===== config.mk =====
export PLATFORM = sky130hd
export DESIGN_NAME = window_sum_acc
export DESIGN_NICKNAME = d
export VERILOG_FILES = /design/src/rtl/window_sum_acc.sv
export SDC_FILE = /design/constraint.sdc
export NUM_CORES = 1
export LEC_CHECK = 0
export BUFFER_PORTS_ARGS = -buffer_cell sky130_fd_sc_hd__buf_2
export CORE_MARGIN = 1.5
export CORE_UTILIZATION = 35
export CTS_CLUSTER_DIAMETER = 200
export DETAILED_ROUTE_END_ITERATION = 8
export PLACE_DENSITY_LB_ADDON = 0.2
export SYNTH_ARGS = -nofsm -noshare
export SYNTH_HDL_FRONTEND = slang
export SYNTH_SLANG_ARGS = --single-unit

===== constraint.sdc =====
create_clock -name CLK -period 4.35 [get_ports CLK]
set_input_delay 0.87 -clock CLK [delete_from_list [all_inputs] [get_ports CLK]]
set_output_delay 0.87 -clock CLK [all_outputs]
set_load 0.01 [all_outputs]

===== src/rtl/window_sum_acc.sv =====
// window_sum_acc: running signed sum over the last N accepted samples.
// Ports: CLK, ACLR (async, active high), START, WIN_LEN, IN_VALID, D,
//        DLY (delay line tap Q), SR_CE, SR_A (delay line control),
//        SUM, SUM_VALID, FULL.
module window_sum_acc #(
    parameter int C_WIDTH      = 16,
    parameter int C_ADDR_WIDTH = 4,
    parameter int C_ACC_WIDTH  = C_WIDTH + C_ADDR_WIDTH
) (
    input  logic                    CLK,
    input  logic                    ACLR,
    input  logic                    START,
    input  logic [C_ADDR_WIDTH-1:0] WIN_LEN,
    input  logic                    IN_VALID,
    input  logic [C_WIDTH-1:0]      D,
    input  logic [C_WIDTH-1:0]      DLY,
    output logic                    SR_CE,
    output logic [C_ADDR_WIDTH-1:0] SR_A,
    output logic [C_ACC_WIDTH-1:0]  SUM,
    output logic                    SUM_VALID,
    output logic                    FULL
);

    typedef enum logic [1:0] {
        S_IDLE,
        S_FILL,
        S_RUN
    } state_t;

    localparam int EXT_W = C_ACC_WIDTH - C_WIDTH;

    state_t                  state_q, state_d;
    logic [C_ACC_WIDTH-1:0]  acc_q, acc_d;
    logic [C_ACC_WIDTH-1:0]  sum_q, sum_d;
    logic [C_ADDR_WIDTH:0]   cnt_q, cnt_d;
    logic [C_ADDR_WIDTH-1:0] len_q, len_d;
    logic                    sv_q, sv_d;
    logic                    full_q, full_d;
    logic                    accept;
    logic [C_ACC_WIDTH-1:0]  d_ext;
    logic [C_ACC_WIDTH-1:0]  dly_ext;
    logic [C_ADDR_WIDTH:0]   cnt_one;
    logic [C_ADDR_WIDTH:0]   last_cnt;

    assign d_ext    = {{EXT_W{D[C_WIDTH-1]}}, D};
    assign dly_ext  = {{EXT_W{DLY[C_WIDTH-1]}}, DLY};
    assign cnt_one  = {{C_ADDR_WIDTH{1'b0}}, 1'b1};
    assign last_cnt = {1'b0, len_q};

    // A sample is taken only once a window has been armed by START,
    // and never in the START cycle itself.
    assign accept = IN_VALID && !START && (state_q != S_IDLE);

    // Combinational so the delay line shifts on the same edge the
    // sample is accumulated; tap len_q then yields the sample that
    // falls out of the window.
    assign SR_CE     = accept;
    assign SR_A      = len_q;
    assign SUM       = sum_q;
    assign SUM_VALID = sv_q;
    assign FULL      = full_q;

    always_comb begin
        state_d = state_q;
        acc_d   = acc_q;
        sum_d   = sum_q;
        cnt_d   = cnt_q;
        len_d   = len_q;
        sv_d    = 1'b0;
        full_d  = full_q;
        if (START) begin
            state_d = S_FILL;
            len_d   = WIN_LEN;
            acc_d   = '0;
            cnt_d   = '0;
            full_d  = 1'b0;
        end else if (accept) begin
            unique case (state_q)
                // DLY is stale until the window is primed, so it is
                // not subtracted while filling.
                S_FILL: begin
                    acc_d = acc_q + d_ext;
                    cnt_d = cnt_q + cnt_one;
                    if (cnt_q == last_cnt) begin
                        full_d  = 1'b1;
                        sum_d   = acc_d;
                        sv_d    = 1'b1;
                        state_d = S_RUN;
                    end
                end
                S_RUN: begin
                    acc_d = acc_q + d_ext - dly_ext;
                    sum_d = acc_d;
                    sv_d  = 1'b1;
                end
                default: begin
                    state_d = state_q;
                end
            endcase
        end
    end

    always_ff @(posedge CLK or posedge ACLR) begin
        if (ACLR) begin
            state_q <= S_IDLE;
            acc_q   <= '0;
            sum_q   <= '0;
            cnt_q   <= '0;
            len_q   <= '0;
            sv_q    <= 1'b0;
            full_q  <= 1'b0;
        end else begin
            state_q <= state_d;
            acc_q   <= acc_d;
            sum_q   <= sum_d;
            cnt_q   <= cnt_d;
            len_q   <= len_d;
            sv_q    <= sv_d;
            full_q  <= full_d;
        end
    end

endmodule

-- Word-level counts from Yosys, hierarchy flattened
Cells that the tools add are included.
- reductions and logical operators: 13
- bitwise gates (word level): 1
- add/sub/neg operators: 3
- equal/unequal tests: 4
- mux-type cells: 20
- operators with widths (cell ; number):
    $pmux W20 S2 ; 2
    $mux W20 ; 3
    $add A20 B20 Y20 ; 1
    $sub A20 B20 Y20 ; 1
    $mux W5 ; 3
    $reduce_bool A2 Y1 ; 5
    $mux W2 ; 4
    $mux W1 ; 7
    $add A5 B1 Y5 const B ; 1
    $eq A5 B4 Y1 ; 1
    $reduce_and A2 Y1 ; 2
    $reduce_and A4 Y1 ; 1
    $reduce_and A3 Y1 ; 1
    $reduce_bool A3 Y1 ; 1
    $eq A2 B1 Y1 const B ; 1
    $eq A2 B2 Y1 const B ; 1
    $logic_and A1 B1 Y1 ; 2
    $ne A2 B2 Y1 const B ; 1
    $pmux W1 S2 ; 1
    $logic_not A1 Y1 ; 1
    $not A1 Y1 ; 1
- output and inout bits: 27
- register bits: 53
- input port bits: 40

-- Longest topological paths before layout
- depth in word-level cells: 5
- mapped depth: 19
- gate-level depth less buffers: 19

-- Worst setup path after synthesis
Ideal clock, no wire load.
- kind: input to register
- start point: input port D[0]
- end point: register acc_q[19]
- setup time: 0.096 ns
- setup slack: -0.427 ns
- stages on the path: 17
- data required time: 4.254 ns
- path buffers: 0
- arrival: 4.681 ns
- cells stage by stage: ha_1 > fa_1 > a21o_1 > and4_1 > nor2_1 > a32oi_1 > a21o_1 > a211o_1 > and2_1 > ha_1 > a21oi_1 > o22ai_1 > o41ai_1 > o22ai_1 > or4_4 > a21o_1 > a311oi_2
- cells in the longest elaborated chain, start to end: 5
- RTL lines (what ; RTL line ; RTL):
    start, declared ; 15 ; input logic [C_WIDTH-1:0] D,
    $add A20 B20 Y20 * ; 82, 92 ;
    $sub A20 B20 Y20 ; 92 ; acc_d = acc_q + d_ext - dly_ext;
    $pmux W20 S2 * ; 78 ; unique case (state_q)
    $mux W20 * ; 77 ; end else if (accept) begin
    $mux W20 * ; 71 ; if (START) begin
    end signal, assigned ; 106 ; acc_q <= '0;
    end signal, assigned ; 114 ; acc_q <= acc_d;
    end, declared ; 33 ; logic [C_ACC_WIDTH-1:0] acc_q, acc_d;
Mark *: on every way between the ends. The rest lies on a longest branch, timed or not. The select of a mux whose other input is x is not followed.
A chain may end at the register's enable or synchronous reset.

-- Worst setup path after layout
Ends and elaborated chain as after synthesis.

==> impl_metrics.py <==
metrics = {
    "route": {
        "drtPass1Iterations": 6,
        "vias": 4202,
        "drt-initial-drc-count": 210,
        "drc": 0,
        "vias_per_cell": 5.22,
        "drtAntennaViolNets": 0,
        "drt-total-wl_um": 13000,
        "avgRoutedWirePerCell_um": 16.1,
    },
    "layout": {
        "multiInputGateArea_sq_um": 3100,
        "drive_above_1_share_pct": 35.1,
        "syn_to_final_growth_pct": 37.3,
        "fin_util_pct": 49.3,
        "fin_nets": 741,
        "regArea_sq_um": 1300,
        "design_area_sq_um": 5920,
        "stdcell_count": 805,
        "antenna_cells": 0,
        "fillers": 1178,
    },
    "timing": {
        "slew_violations": 0,
        "rsz0062_at_grt": "yes",
        "period_share_pct": 104,
        "hold_slack_ns": 0.469,
        "maxSlewHeadroom_pct": 42.8,
        "hold_violations": 0,
        "setup_violations": 4,
        "fin_crit_ns": 4.51,
        "finClkSkew_ns": 0.00815,
        "max_freq_ghz": 0.222,
        "tightest_slew_ns": 0.856,
        "timing.final.ws_setup_ns": -0.159,
    },
    "setup_path": {
        "critPathCaptureType": "register",
        "regToRegEndpoint": "acc_q[19]$_DFFE_PP0P_",
        "critPathRequiredTime_ns": 4.56,
        "path_class": "in2reg",
        "r2r_start": "acc_q[0]$_DFFE_PP0P_",
        "ff2ff_path_depth": 18,
        "cp.arrival_ns": 4.72,
        "setup.worst_path.start_class": "input pin",
        "regToRegSetupSlack_ns": 0.07,
        "cp_max_fo": 3,
    },
    "min_path": {
        "hold_path_class": "reg2reg",
        "hp-start": "SUM[11]$_DFFE_PP0P_",
        "min_path_cells": 2,
        "min_to": "SUM[11]$_DFFE_PP0P_",
    },
    "die": {
        "io_pins": 67,
        "die-area_sq_um": 13000,
        "std_cell_rows": 40,
        "start_util_pct": 35.9,
        "die_w_um": 114,
        "core-area_sq_um": 12000,
        "die_y_um": 114,
    },
    "placed_design": {
        "hpwlAfterDp_um": 9770,
        "dpl-instance-area_sq_um": 5450,
        "dp_cells": 790,
        "portBuffers": 66,
        "place_congestion": 0.836,
    },
    "clocking": {
        "postCtsHoldBufs": 0,
        "cts_tree": "yes",
        "insertion_delay_ns": 0.30,
        "cts_buffers": 5,
        "cts_sinks": 52,
        "clockBufferDepth": 2,
        "clk_pin_slew_worst_paths_ns": 0.07,
        "ctsHtreeMaxLevel": 2,
        "clockRootBuffer": "clkbuf_16",
    },
    "synthesis": {
        "yosysSeqAreaShare_pct": 30.2,
        "ys_ff_latch": 52,
        "syn_area_sq_um": 4310,
        "yosysTopAreaCell": "dfrtp_1",
        "ys.flop_type": "dfrtp_1",
        "netlist.area_leader.share_pct": 30.2,
        "ys_warn_count": 0,
        "async_reset_ff_share_pct": 100,
        "synth_fp_nets": 596,
        "synth_cell_types": 59,
        "syn_avg_cell_area_sq_um": 8.42,
        "netlist_top_cells_count": "52 x dfrtp_1, 46 x nor2_1, 43 x nand2_1",
        "synthCells": 512,
        "yosysMostFrequentCell": "dfrtp_1",
        "synthTopCellsByArea": "dfrtp_1 30%, ha_1 12%, a21oi_1 4.2%",
        "synth_edf_count": 0,
    },
    "pwr": {
        "vdd_drop_max_mv": 0.210,
        "p_total_mw": 2.93,
        "p_per_area_nw_per_um2": 495,
        "power.leakage_nw": 2.91,
    },
    "global_route": {
        "antenna_found_initial": 0,
        "grt_pass1_vias": 4284,
        "gr-total-overflow": 0,
        "grtUsageTotal_pct": 20.2,
        "grt_pass1_wl_um": 20900,
        "grt_max_degree": 53,
    },
    "outcome": {
        "violations": "setup timing",
        "status": "finished with violations",
    },
    "job": {
        "maxCapViolCount": 0,
    },
}
-- cell usage in the layout, fill, tap and decap left out, types with 3 or more instances in the layout --
cell type	instances
dfrtp_1	52
and2_1	9
a31oi_1	10
nor2b_1	5
o31ai_1	3
inv_1	33
a21oi_4	4
mux2_2	6
buf_4	92
a21o_1	14
o21ai_0	30
or3_1	3
o21bai_1	4
mux2i_1	4
xnor2_1	17
and3_1	3
nand2b_1	7
a211oi_1	14
a211o_1	3
nand4_1	5
xor2_1	8
buf_2	65
o21a_1	11
a21oi_1	28
clkbuf_16	5
nor3_1	10
ha_4	5
nor2_1	44
o21ai_1	4
nand3_1	6
a22o_1	3
ha_1	36
nand2_1	43
buf_6	4
a21oi_2	5
a31o_2	3
-- per-layer routing --
layer / global-route usage, % / up-vias / wire length, um
met3: 3.77 / 8 / 459
met1: 24.9 / 2000 / 5800
met2: 36.5 / 66 / 6570
met4: 4.58 / 0 / 131
met5: 0 / - / 0
li1: - / 2128 / -
-- power by group --
part / leakage (nW) / internal, mW / switching (mW)
sequential: 0.666 / 0.603 / 0.0723
combinational: 2.17 / 0.908 / 0.933
clock: 0.0742 / 0.216 / 0.202
-- critical path, stage by stage --
cell      delay (ns)
buf_6           0.10
ha_4            0.15
fa_2            0.34
a21o_1          0.18
and4_1          0.17
nor2_2          0.09
a32oi_2         0.16
buf_4           0.18
a221o_1         0.35
xor2_2          0.22
ha_4            0.31
nor3_2          0.05
nor2_2          0.15
o41ai_4         0.10
nor4b_2         0.17
o21a_1          0.15
or4_4           0.54
a21o_1          0.21
a311oi_2        0.22
-- through the flow --
stage / TNS [ns] / setup slack [ns]
floorplan: -0.507 / -0.293
global placement: -5.45 / -0.650
detailed placement: -5.69 / -0.721
CTS: -0.449 / -0.187
global route: -1.33 / -0.331
finish: -0.279 / -0.159
-- area by class of cell --
type	instances	area share (%)
well taps	147	3.11
repair buffers	161	17.9
inverters	34	2.16
multi-input cells	403	52.4
clock buffers	5	2.11
clock inverters	3	0.380
flip-flops and latches	52	22.0
-- how the worst max path moves through the flow --
stage | startpoint | end | slack, ns | cells past startpoint
after CTS | D[0] | acc_q[19]$_DFFE_PP0P_ | -0.19 | 19
after global routing | D[0] | acc_q[19]$_DFFE_PP0P_ | -0.33 | 19
after global placement | D[0] | acc_q[19]$_DFFE_PP0P_ | -0.65 | 18
after floorplan | D[0] | acc_q[19]$_DFFE_PP0P_ | -0.29 | 17
final | D[0] | acc_q[19]$_DFFE_PP0P_ | -0.16 | 19
after detailed placement | D[0] | acc_q[19]$_DFFE_PP0P_ | -0.72 | 19
-- cells by family (layout without fill, tap and decap cells) --
group           after synthesis  count (layout)  synth area share (%)
compound gates              161             161                  24.9
xor+xnor                     29              29                  5.89
fa+ha+maj                    44              44                  13.1
buf+inv                      57             203                  4.99
flops                        52              52                  30.2
mux                          12              12                  2.99
simple gates                157             157                  17.9
-- flip-flops by register name (all words and copies together), names as in the netlist --
signal     cells
FULL           1
SUM_VALID      1
state_q        1
SUM           20
SR_A           4
acc_q         20
cnt_q          5
-- repair_timing --
item,in CTS,in global routing
endpoints found under the hold margin,0,0
pin swaps,13,13
setup buffers,2,6
resized for setup,14,34
endpoints found under the setup margin,8,15
(Power assumes the default switching activity.)
